==> config.mk <==
export PLATFORM = sky130hd
export DESIGN_NAME = pe_operand_feeder
export DESIGN_NICKNAME = d
export VERILOG_FILES = /design/src/rtl/pe_feeder_pkg.sv /design/src/rtl/pe_operand_feeder_buf.sv /design/src/rtl/pe_operand_feeder.sv
export SDC_FILE = /design/constraint.sdc
export NUM_CORES = 1
export LEC_CHECK = 0
export CAP_MARGIN = 20
export CORE_UTILIZATION = 62
export DETAILED_ROUTE_END_ITERATION = 8
export DONT_BUFFER_PORTS = 1
export HOLD_SLACK_MARGIN = 0.15
export PLACE_DENSITY = 0.78
export SLEW_MARGIN = 20
export SYNTH_ARGS = -nofsm -noshare
export SYNTH_HDL_FRONTEND = slang
export SYNTH_SLANG_ARGS = --single-unit
==> constraint.sdc <==
create_clock -name clk_i -period 3.9 [get_ports clk_i]
set_clock_uncertainty 0.1 [all_clocks]
set_input_delay 0.585 -clock clk_i [delete_from_list [all_inputs] [get_ports clk_i]]
set_output_delay 0.585 -clock clk_i [all_outputs]
set_load 0.03 [all_outputs]
==> src/rtl/pe_feeder_pkg.sv <==
// Shared types and constants for the PE operand feeder.
package pe_feeder_pkg;

  localparam int DATA_W_DEF = 16;
  // Width of the leading-skew down-counter; bounds SKEW to 2^SKEW_CW.
  localparam int SKEW_CW    = 8;

  typedef enum logic [1:0] {
    ST_IDLE,
    ST_LOADED,
    ST_SKEW,
    ST_STREAM
  } feeder_state_e;

endpackage

==> src/rtl/pe_operand_feeder_buf.sv <==
// Operand vector storage: DEPTH x DATA_W registers, synchronous write, combinational read.
module feeder_buf #(
  parameter int DATA_W = 16,
  parameter int DEPTH  = 16,
  parameter int AW     = 5
) (
  input  logic              clk_i,
  input  logic              we_i,
  input  logic [AW-1:0]     waddr_i,
  input  logic [DATA_W-1:0] wdata_i,
  input  logic [AW-1:0]     raddr_i,
  output logic [DATA_W-1:0] rdata_o
);

  localparam int          IW  = (DEPTH > 1) ? $clog2(DEPTH) : 1;
  localparam logic [AW-1:0] TOP = AW'(DEPTH - 1);

  logic [DATA_W-1:0] mem_q [DEPTH];

  // Addresses above DEPTH-1 are unreachable in normal use; guard them anyway.
  always_ff @(posedge clk_i) begin
    if (we_i && (waddr_i <= TOP)) mem_q[waddr_i[IW-1:0]] <= wdata_i;
  end

  assign rdata_o = (raddr_i <= TOP) ? mem_q[raddr_i[IW-1:0]] : '0;

endmodule

==> src/rtl/pe_operand_feeder.sv <==
// Edge-of-array operand source: buffers one vector, streams it with skew into a PE.
// Optional FEEDER_REPLAY_EN: stream the vector repeat_n+1 times back to back.
module pe_operand_feeder
  import pe_feeder_pkg::*;
#(
  parameter int DATA_W = DATA_W_DEF,
  parameter int DEPTH  = 16,
  parameter int CNT_W  = 5,
  parameter int SKEW   = 0
) (
  input  logic              clk_i,
  input  logic              rst_ni,
  input  logic              ld_valid_i,
  input  logic [DATA_W-1:0] ld_data_i,
  input  logic              ld_last_i,
  output logic              ld_ready_o,
  input  logic              start_i,
  input  logic [7:0]        repeat_n_i,
  output logic [DATA_W-1:0] out_data_o,
  output logic              out_en_o,
  input  logic              out_ready_i,
  output logic              out_last_o,
  output logic              busy_o,
  output logic              done_o,
  output logic [CNT_W-1:0]  count_o
);

  feeder_state_e      state_q, state_d;
  logic [CNT_W-1:0]   wr_ptr_q, wr_ptr_d;
  logic [CNT_W-1:0]   count_q, count_d;
  logic [CNT_W-1:0]   rd_ptr_q, rd_ptr_d;
  logic [SKEW_CW-1:0] skew_q, skew_d;
  logic [7:0]         pass_q, pass_d;
  logic [DATA_W-1:0]  out_data_q, out_data_d;
  logic               out_en_q, out_en_d;
  logic               out_last_q, out_last_d;
  logic               done_q, done_d;

  logic               buf_we;
  logic [CNT_W-1:0]   rd_addr;
  logic [CNT_W-1:0]   rd_nxt;
  logic [DATA_W-1:0]  rd_data;
  logic [7:0]         rep_start;
  logic               one_word;

`ifdef FEEDER_REPLAY_EN
  assign rep_start = repeat_n_i;
`else
  logic unused_repeat;
  assign unused_repeat = ^repeat_n_i;
  assign rep_start     = '0;
`endif

  feeder_buf #(
    .DATA_W(DATA_W),
    .DEPTH (DEPTH),
    .AW    (CNT_W)
  ) u_buf (
    .clk_i  (clk_i),
    .we_i   (buf_we),
    .waddr_i(wr_ptr_q),
    .wdata_i(ld_data_i),
    .raddr_i(rd_addr),
    .rdata_o(rd_data)
  );

  // The registered output stage is loaded one word ahead: the read address is
  // the word that will be presented after the current edge.
  assign rd_nxt   = rd_ptr_q + CNT_W'(1);
  assign rd_addr  = (state_q == ST_STREAM && !out_last_q) ? rd_nxt : '0;
  assign one_word = (count_q == CNT_W'(1));

  always_comb begin
    state_d    = state_q;
    wr_ptr_d   = wr_ptr_q;
    count_d    = count_q;
    rd_ptr_d   = rd_ptr_q;
    skew_d     = skew_q;
    pass_d     = pass_q;
    out_data_d = out_data_q;
    out_en_d   = out_en_q;
    out_last_d = out_last_q;
    done_d     = 1'b0;
    buf_we     = 1'b0;
    case (state_q)
      ST_IDLE: begin
        if (ld_valid_i) begin
          buf_we   = 1'b1;
          wr_ptr_d = wr_ptr_q + CNT_W'(1);
          count_d  = count_q + CNT_W'(1);
          if (ld_last_i || (count_q == CNT_W'(DEPTH - 1))) state_d = ST_LOADED;
        end
      end
      ST_LOADED: begin
        if (start_i) begin
          rd_ptr_d = '0;
          pass_d   = rep_start;
          if (SKEW == 0) begin
            state_d    = ST_STREAM;
            out_en_d   = 1'b1;
            out_data_d = rd_data;
            out_last_d = one_word;
          end else begin
            state_d = ST_SKEW;
            skew_d  = SKEW_CW'(SKEW - 1);
          end
        end
      end
      ST_SKEW: begin
        if (skew_q == '0) begin
          state_d    = ST_STREAM;
          out_en_d   = 1'b1;
          out_data_d = rd_data;
          out_last_d = one_word;
        end else begin
          skew_d = skew_q - SKEW_CW'(1);
        end
      end
      ST_STREAM: begin
        // out_en is always high here, so a transfer is just out_ready.
        if (out_ready_i) begin
          if (!out_last_q) begin
            rd_ptr_d   = rd_nxt;
            out_data_d = rd_data;
            out_last_d = (rd_nxt == count_q - CNT_W'(1));
          end else if (pass_q != '0) begin
            pass_d     = pass_q - 8'd1;
            rd_ptr_d   = '0;
            out_data_d = rd_data;
            out_last_d = one_word;
          end else begin
            state_d    = ST_IDLE;
            out_en_d   = 1'b0;
            out_last_d = 1'b0;
            done_d     = 1'b1;
            count_d    = '0;
            wr_ptr_d   = '0;
            rd_ptr_d   = '0;
          end
        end
      end
      default: state_d = ST_IDLE;
    endcase
  end

  always_ff @(posedge clk_i or negedge rst_ni) begin
    if (!rst_ni) begin
      state_q    <= ST_IDLE;
      wr_ptr_q   <= '0;
      count_q    <= '0;
      rd_ptr_q   <= '0;
      skew_q     <= '0;
      pass_q     <= '0;
      out_data_q <= '0;
      out_en_q   <= 1'b0;
      out_last_q <= 1'b0;
      done_q     <= 1'b0;
    end else begin
      state_q    <= state_d;
      wr_ptr_q   <= wr_ptr_d;
      count_q    <= count_d;
      rd_ptr_q   <= rd_ptr_d;
      skew_q     <= skew_d;
      pass_q     <= pass_d;
      out_data_q <= out_data_d;
      out_en_q   <= out_en_d;
      out_last_q <= out_last_d;
      done_q     <= done_d;
    end
  end

  assign ld_ready_o = (state_q == ST_IDLE);
  assign busy_o     = (state_q != ST_IDLE);
  assign out_data_o = out_data_q;
  assign out_en_o   = out_en_q;
  assign out_last_o = out_last_q;
  assign done_o     = done_q;
  assign count_o    = count_q;

endmodule

Word level (Yosys, flattened, before mapping)

Memories as Yosys holds them, arrays and structs flattened.
Cells that the tools add are included.

Add/sub/neg operators: 6
Mux-type cells: 52
Shifts and indexed selects: 0
Bitwise logic cells: 1
Multipliers: 0
Magnitude comparators: 2
Equality and inequality tests: 15
Div/mod/pow operators: 0
Reduce and logical (&&, ||, !) cells: 19

Operators by type and width:

| kind                | number |
|---|---|
| $mux 16             | 6 |
| $pmux 16 s3         | 1 |
| $mux 5              | 9 |
| $mux 8              | 4 |
| $pmux 5 s2          | 3 |
| $mux 1              | 18 |
| $pmux 8 s2          | 1 |
| $sub 8x1->8 const B | 2 |
| $add 5x1->5 const B | 3 |
| $reduce_and 5->1    | 3 |
| $mux 2              | 7 |
| $ne 2x2->1 const B  | 6 |
| $le 5x4->1 const B  | 2 |
| $logic_not 8->1     | 1 |
| $pmux 2 s4          | 1 |
| $reduce_bool 8->1   | 1 |
| $reduce_and 7->1    | 1 |
| $pmux 1 s3          | 2 |
| $reduce_and 6->1    | 1 |
| $reduce_bool 2->1   | 3 |
| $eq 5x1->1 const B  | 1 |
| $eq 5x4->1 const B  | 1 |
| $eq 5x5->1          | 1 |
| $sub 5x1->5 const B | 1 |
| 13 further kinds    | 16 |

Latch bits: 0
Output and inout port bits: 26
Memory bits (writable): 256
Memories: 1
Bits in read-only memories: 0
Register bits: 52

Memories:

| name        | depth | bits a word | read ports | clocked after Yosys merged registers in | write ports | line                        | RTL |
|---|---|---|---|---|---|---|---|
| u_buf.mem_q | 16    | 16          | 1          | 0                                       | 1           | pe_operand_feeder_buf.sv:18 | `logic [DATA_W-1:0] mem_q [DEPTH];` |

Longest topological paths before layout

Word-level depth: 9
Depth in mapped cells: 9

Hierarchy

Synthesis repeated with hierarchy kept, for this count alone.

Cell total of the unflattened synthesis: 761
Area total of the unflattened synthesis: 12797.3 um^2

Modules (own cells, without submodules):

| module            | instances | cells an instance | area each (um^2) |
|---|---|---|---|
| feeder_buf        | 1         | 508               | 10035.9 |
| pe_operand_feeder | 1         | 253               | 2761.4 |

Least setup slack after synthesis

No wires, ideal clock.

Path type: reg2reg
Start point: register state_q[0]
End point: memory u_buf.mem_q[3][0], enable pin
Arrival time: 2.516 ns
Library setup time: 0.409 ns
Cell stages (with the launch flop): 7
Path slack: 0.875 ns
Period minus slack after synthesis: 3.025 ns
Path buffers: 0
Data required time: 3.391 ns
Cell sequence: dfrtp_1 inv_1 ha_1 nand2_1 nor2_1 nand2_1 nor3_1

Word-level cells in the longest chain between the ends: 5

Ends and longest elaborated chain:

| item                         | line                        | RTL |
|---|---|---|
| start, declared              | pe_operand_feeder.sv:28     | `feeder_state_e state_q, state_d;` |
| start signal, assigned       | pe_operand_feeder.sv:159    | `state_q <= state_d;` |
| $logic_not 2->1              | --                          |  |
| via ld_ready_o               | pe_operand_feeder.sv:16     | `output logic ld_ready_o,` |
| $mux 1                       | pe_operand_feeder.sv:85     | `case (state_q)` |
| $logic_and 1x1->1            | pe_operand_feeder_buf.sv:22 | `if (we_i && (waddr_i <= TOP)) mem_q[waddr_i[IW-1:0]] <= wdata_i;` |
| $mux 1                       | pe_operand_feeder_buf.sv:22 |  |
| $mux 1 (implied by the code) | pe_operand_feeder_buf.sv:22 |  |
| end, declared                | pe_operand_feeder_buf.sv:18 |  |

The timed path passes the listed nets, and every way through them passes these cells.

Worst setup path after layout

Start point: register state_q[0]
End point: register out_data_q[0], in the netlist out_data_o[0]

Word-level cells in the longest chain between the ends: 9
Elaborated cells between the ends (all ways): 20
Those cells by class: order compare: 1; eq/ne: 7; mux: 8; reduce/logical: 3; memory: 1

Ends and longest elaborated chain:

| item                                        | line                                             | RTL |
|---|---|---|
| $eq 2x2->1                                  | pe_operand_feeder.sv:70, pe_operand_feeder.sv:85 |  |
| $logic_and 1x1->1                           | pe_operand_feeder.sv:70                          | `assign rd_addr = (state_q == ST_STREAM && !out_last_q) ? rd_nxt : '0;` |
| $mux 5                                      | pe_operand_feeder.sv:70                          |  |
| $mem_v2 16x16 or $le 5x4->1 (tied branches) | --                                               |  |
| $mux 16                                     | pe_operand_feeder_buf.sv:25                      | `assign rdata_o = (raddr_i <= TOP) ? mem_q[raddr_i[IW-1:0]] : '0;` |
| $mux 16                                     | pe_operand_feeder.sv:126                         | `end else if (pass_q != '0) begin` |
| $mux 16                                     | pe_operand_feeder.sv:122                         | `if (!out_last_q) begin` |
| $mux 16                                     | pe_operand_feeder.sv:121                         | `if (out_ready_i) begin` |
| $pmux 16 s3                                 | pe_operand_feeder.sv:85                          |  |
| end signal, assigned                        | pe_operand_feeder.sv:165                         | `out_data_q <= out_data_d;` |
| end, declared                               | pe_operand_feeder.sv:34                          | `logic [DATA_W-1:0] out_data_q, out_data_d;` |

Parallel ways exist; a longest one is shown, timed or not. The select of a mux whose other input is x is not followed.
A chain may end at the register's enable or synchronous reset.

==> metrics <==
compound-gate portion of the synthesized area 12.5%; Routability Congestion ~0.89; Final Max Tran Viols 0; mux contribution to synthesized area 5.17%; reg-to-reg endpoint out_data_o[0]; flop-to-flop setup slack 0.72 ns; Mapped Area 13300 µm²; worst hold path endpoint wr_ptr_q[0]; relative slew slack 37.3%; Layout Nets a little over 1000; RSZ-0062 raised after global routing false; ant diodes 0; Initial Utilization a little over three fifths; core area 21000 µm²; global route overflow 0; vias in the first global route ~8000; commonest non-fill, non-tap cells in the layout 256 x edfxtp_1, 54 x nand2b_1, 51 x dfrtp_1; post-route cell area 15000 µm²; #FFs+latches synth 308; adder-cell area share of the yosys netlist 1.69%; fin crit share 81.6%; placed insts roughly 1200; Netlist cell types 62; first-pass iteration count of the detailed router 5; # IOs 56; worst r2r src state_q[0]; Post-Synth XOR/XNOR Area 1.52%; min Tclk post-route 3.18 ns; Layout area overhead 12.5%; HPWL Detailed 17700 µm; worst-margin pin slew 0.940 ns; Vias 8414; Startpoint Class flip-flop; DR WL/cell between 20 and 25 µm; Worst Reg-to-Reg Cells 6; Net Sw Power 0.00356 W; DRT iter0 DRCs 918; Data arrival, critical path 3.54 ns; status finished, final reports clean; pwr dens slightly below 700 nW/µm²; H-Tree Depth 1; final hold vios 0; max_cap viols 0; Worst-Skew Late Latency 0.56 ns; syn_area_per_cell 13.9 µm²; clk sink count 308; # DRC 0; post-DR vias/cell around 6.6; sequential power share 42.7%; fraction of layout cells with a size suffix above 1 between 10% and 20%; CTS tree done; Worst Hold Launch ld_valid_i; synthesized instance count 956; simple-gate area share of the yosys netlist 8.93%; largest net degree at the start of global routing 155; main flop type after synthesis edfxtp_1; Seq/Total Area, Yosys approximately 68%; Placed Area 13700 µm²; Setup CP Type reg2reg; Max rail drop VDD 0.622 mV; Die Ht 148 µm; gr usage total approximately 28%; commonest non-fill, non-tap cell in the layout edfxtp_1; clock buffer depth 3; total negative slack 0 ns; # rows 53; switching part of the total power 34.9%; Final setup viols 0; Comb power frac 28.0%; antenna viol nets, final 0; die area approximately 22000 µm²; Crit Path Max Fanout 15; Fmax achieved between 0.3 and 0.4 GHz; Synth Net Count 1004; Worst-path clk slew 0.06 ns; hold depth 2; Critical Path End Type flip-flop; combinational family with the most area after synthesis compound AO/OA/AOI/OAI gates; CTS buffer count 29; Post-synth EDFFs 256; clock power share 29.3%; Worst Hold Class in2reg; initial antenna violation count 0; first-pass GRT wire length 46600 µm; required time worst endpoint 4.26 ns; Int Power 0.00664 W; Leakage 5.06 nW; Buffers on Ports 0; Post-synth ARST share 16.9%; Synth Warn # 0; final instance count without filler cells 1274; Core Util, Final 71.1%; DRT Wirelength roughly 31000 µm; Die X-Extent 148 µm; clk root buf clkbuf_16
-- worst max-delay path: stages (launching register included) --
cell and delay [ns]:
dfrtp_1 0.42, ha_1 0.40, nor2b_1 0.26, or3_1 0.36, nor2_2 0.50, nand3_2 0.65
o211ai_1 0.40
-- through the flow --
stage	hold WS [ns]	setup slack, ns	power [W]
after floorplan	0.189	0.875	0.00636
after global placement	0.191	0.919	0.00705
after detailed placement	0.191	0.845	0.00715
after CTS	0.193	0.771	0.0102
after global routing	0.220	0.572	0.0106
final	0.222	0.717	0.0102
-- synth_stat cells, types with 17 or more instances --
cell type | number | area [µm²]
nor2_1 | 40 | 150
inv_1 | 19 | 71.3
a21oi_1 | 19 | 95.1
mux2i_1 | 45 | 450
o21ai_0 | 24 | 120
a211oi_1 | 17 | 128
nand2b_1 | 55 | 344
a221oi_1 | 29 | 254
ha_1 | 18 | 225
dfrtp_1 | 52 | 1300
nor2b_1 | 18 | 113
o211ai_1 | 31 | 233
edfxtp_1 | 256 | 7690
o31ai_1 | 46 | 345
clkbuf_1 | 37 | 139
nand2_1 | 50 | 188
nor3_1 | 24 | 120
-- power by group through the flow --
stage                     clock network (W)  registers (W)  logic [W]
after floorplan                           0        0.00426    0.00210
after global placement                    0        0.00440    0.00264
after detailed placement                  0        0.00442    0.00274
after CTS                           0.00301        0.00435    0.00282
after global routing                0.00313        0.00439    0.00308
final                               0.00299        0.00436    0.00285
-- state kept, by name, summed over array words and instances (netlist names) --
register     flops
done_o           1
count_o          5
out_en_o         1
out_data_o      16
rd_ptr_q         5
out_last_o       1
skew_q           8
u_buf.mem_q    256
wr_ptr_q         5
pass_q           8
state_q          2
-- cell families (layout without fill, tap and decap cells) --
family,Yosys count,after routing
flops,308,308
compound gates,233,233
simple gates,227,227
buf+inv,83,126
mux,64,64
xor+xnor,23,23
fa+ha+maj,18,18
-- worst max path at each step --
stage                     slack, ns  depth (start not counted)                 to        from
after floorplan                0.87                          6  u_buf.mem_q[3][0]  state_q[0]
after global placement         0.92                          6     out_data_o[14]  state_q[0]
after detailed placement       0.84                          7     out_data_o[15]   skew_q[0]
after CTS                      0.77                          6      out_data_o[3]  state_q[0]
after global routing           0.57                          6      out_data_o[6]  state_q[0]
final                          0.72                          6      out_data_o[0]  state_q[0]
-- layer usage --
metal / vias up / global-route usage (%) / part of all wire [%] / wire length (µm)
li1: 3733 / - / - / -
met1: 4164 / 38.9 / 40 / 12400
met2: 425 / 46.0 / 48 / 15000
met3: 92 / 4.57 / 8.2 / 2550
met4: 0 / 11.5 / 3.5 / 1090
met5: - / 0 / 0 / 0
-- area by class of cell --
cell class                 instances  area [µm²]
tap                              275         344
inverter                          20        75.1
sequential                       308        8990
timing repair buffer              52         493
fill                            1297        6070
clock inverter                    13         204
clock buffer                      41         821
multi-input combinational        565        4030
-- what timing repair did --
item | 4_1_cts | 5_1_grt
buffers inserted | 0 | 0
hold endpoints to repair | 309 | 0
resized for setup | 0 | 0
hold buffers | 19 | 0
(Power assumes the default switching activity.)
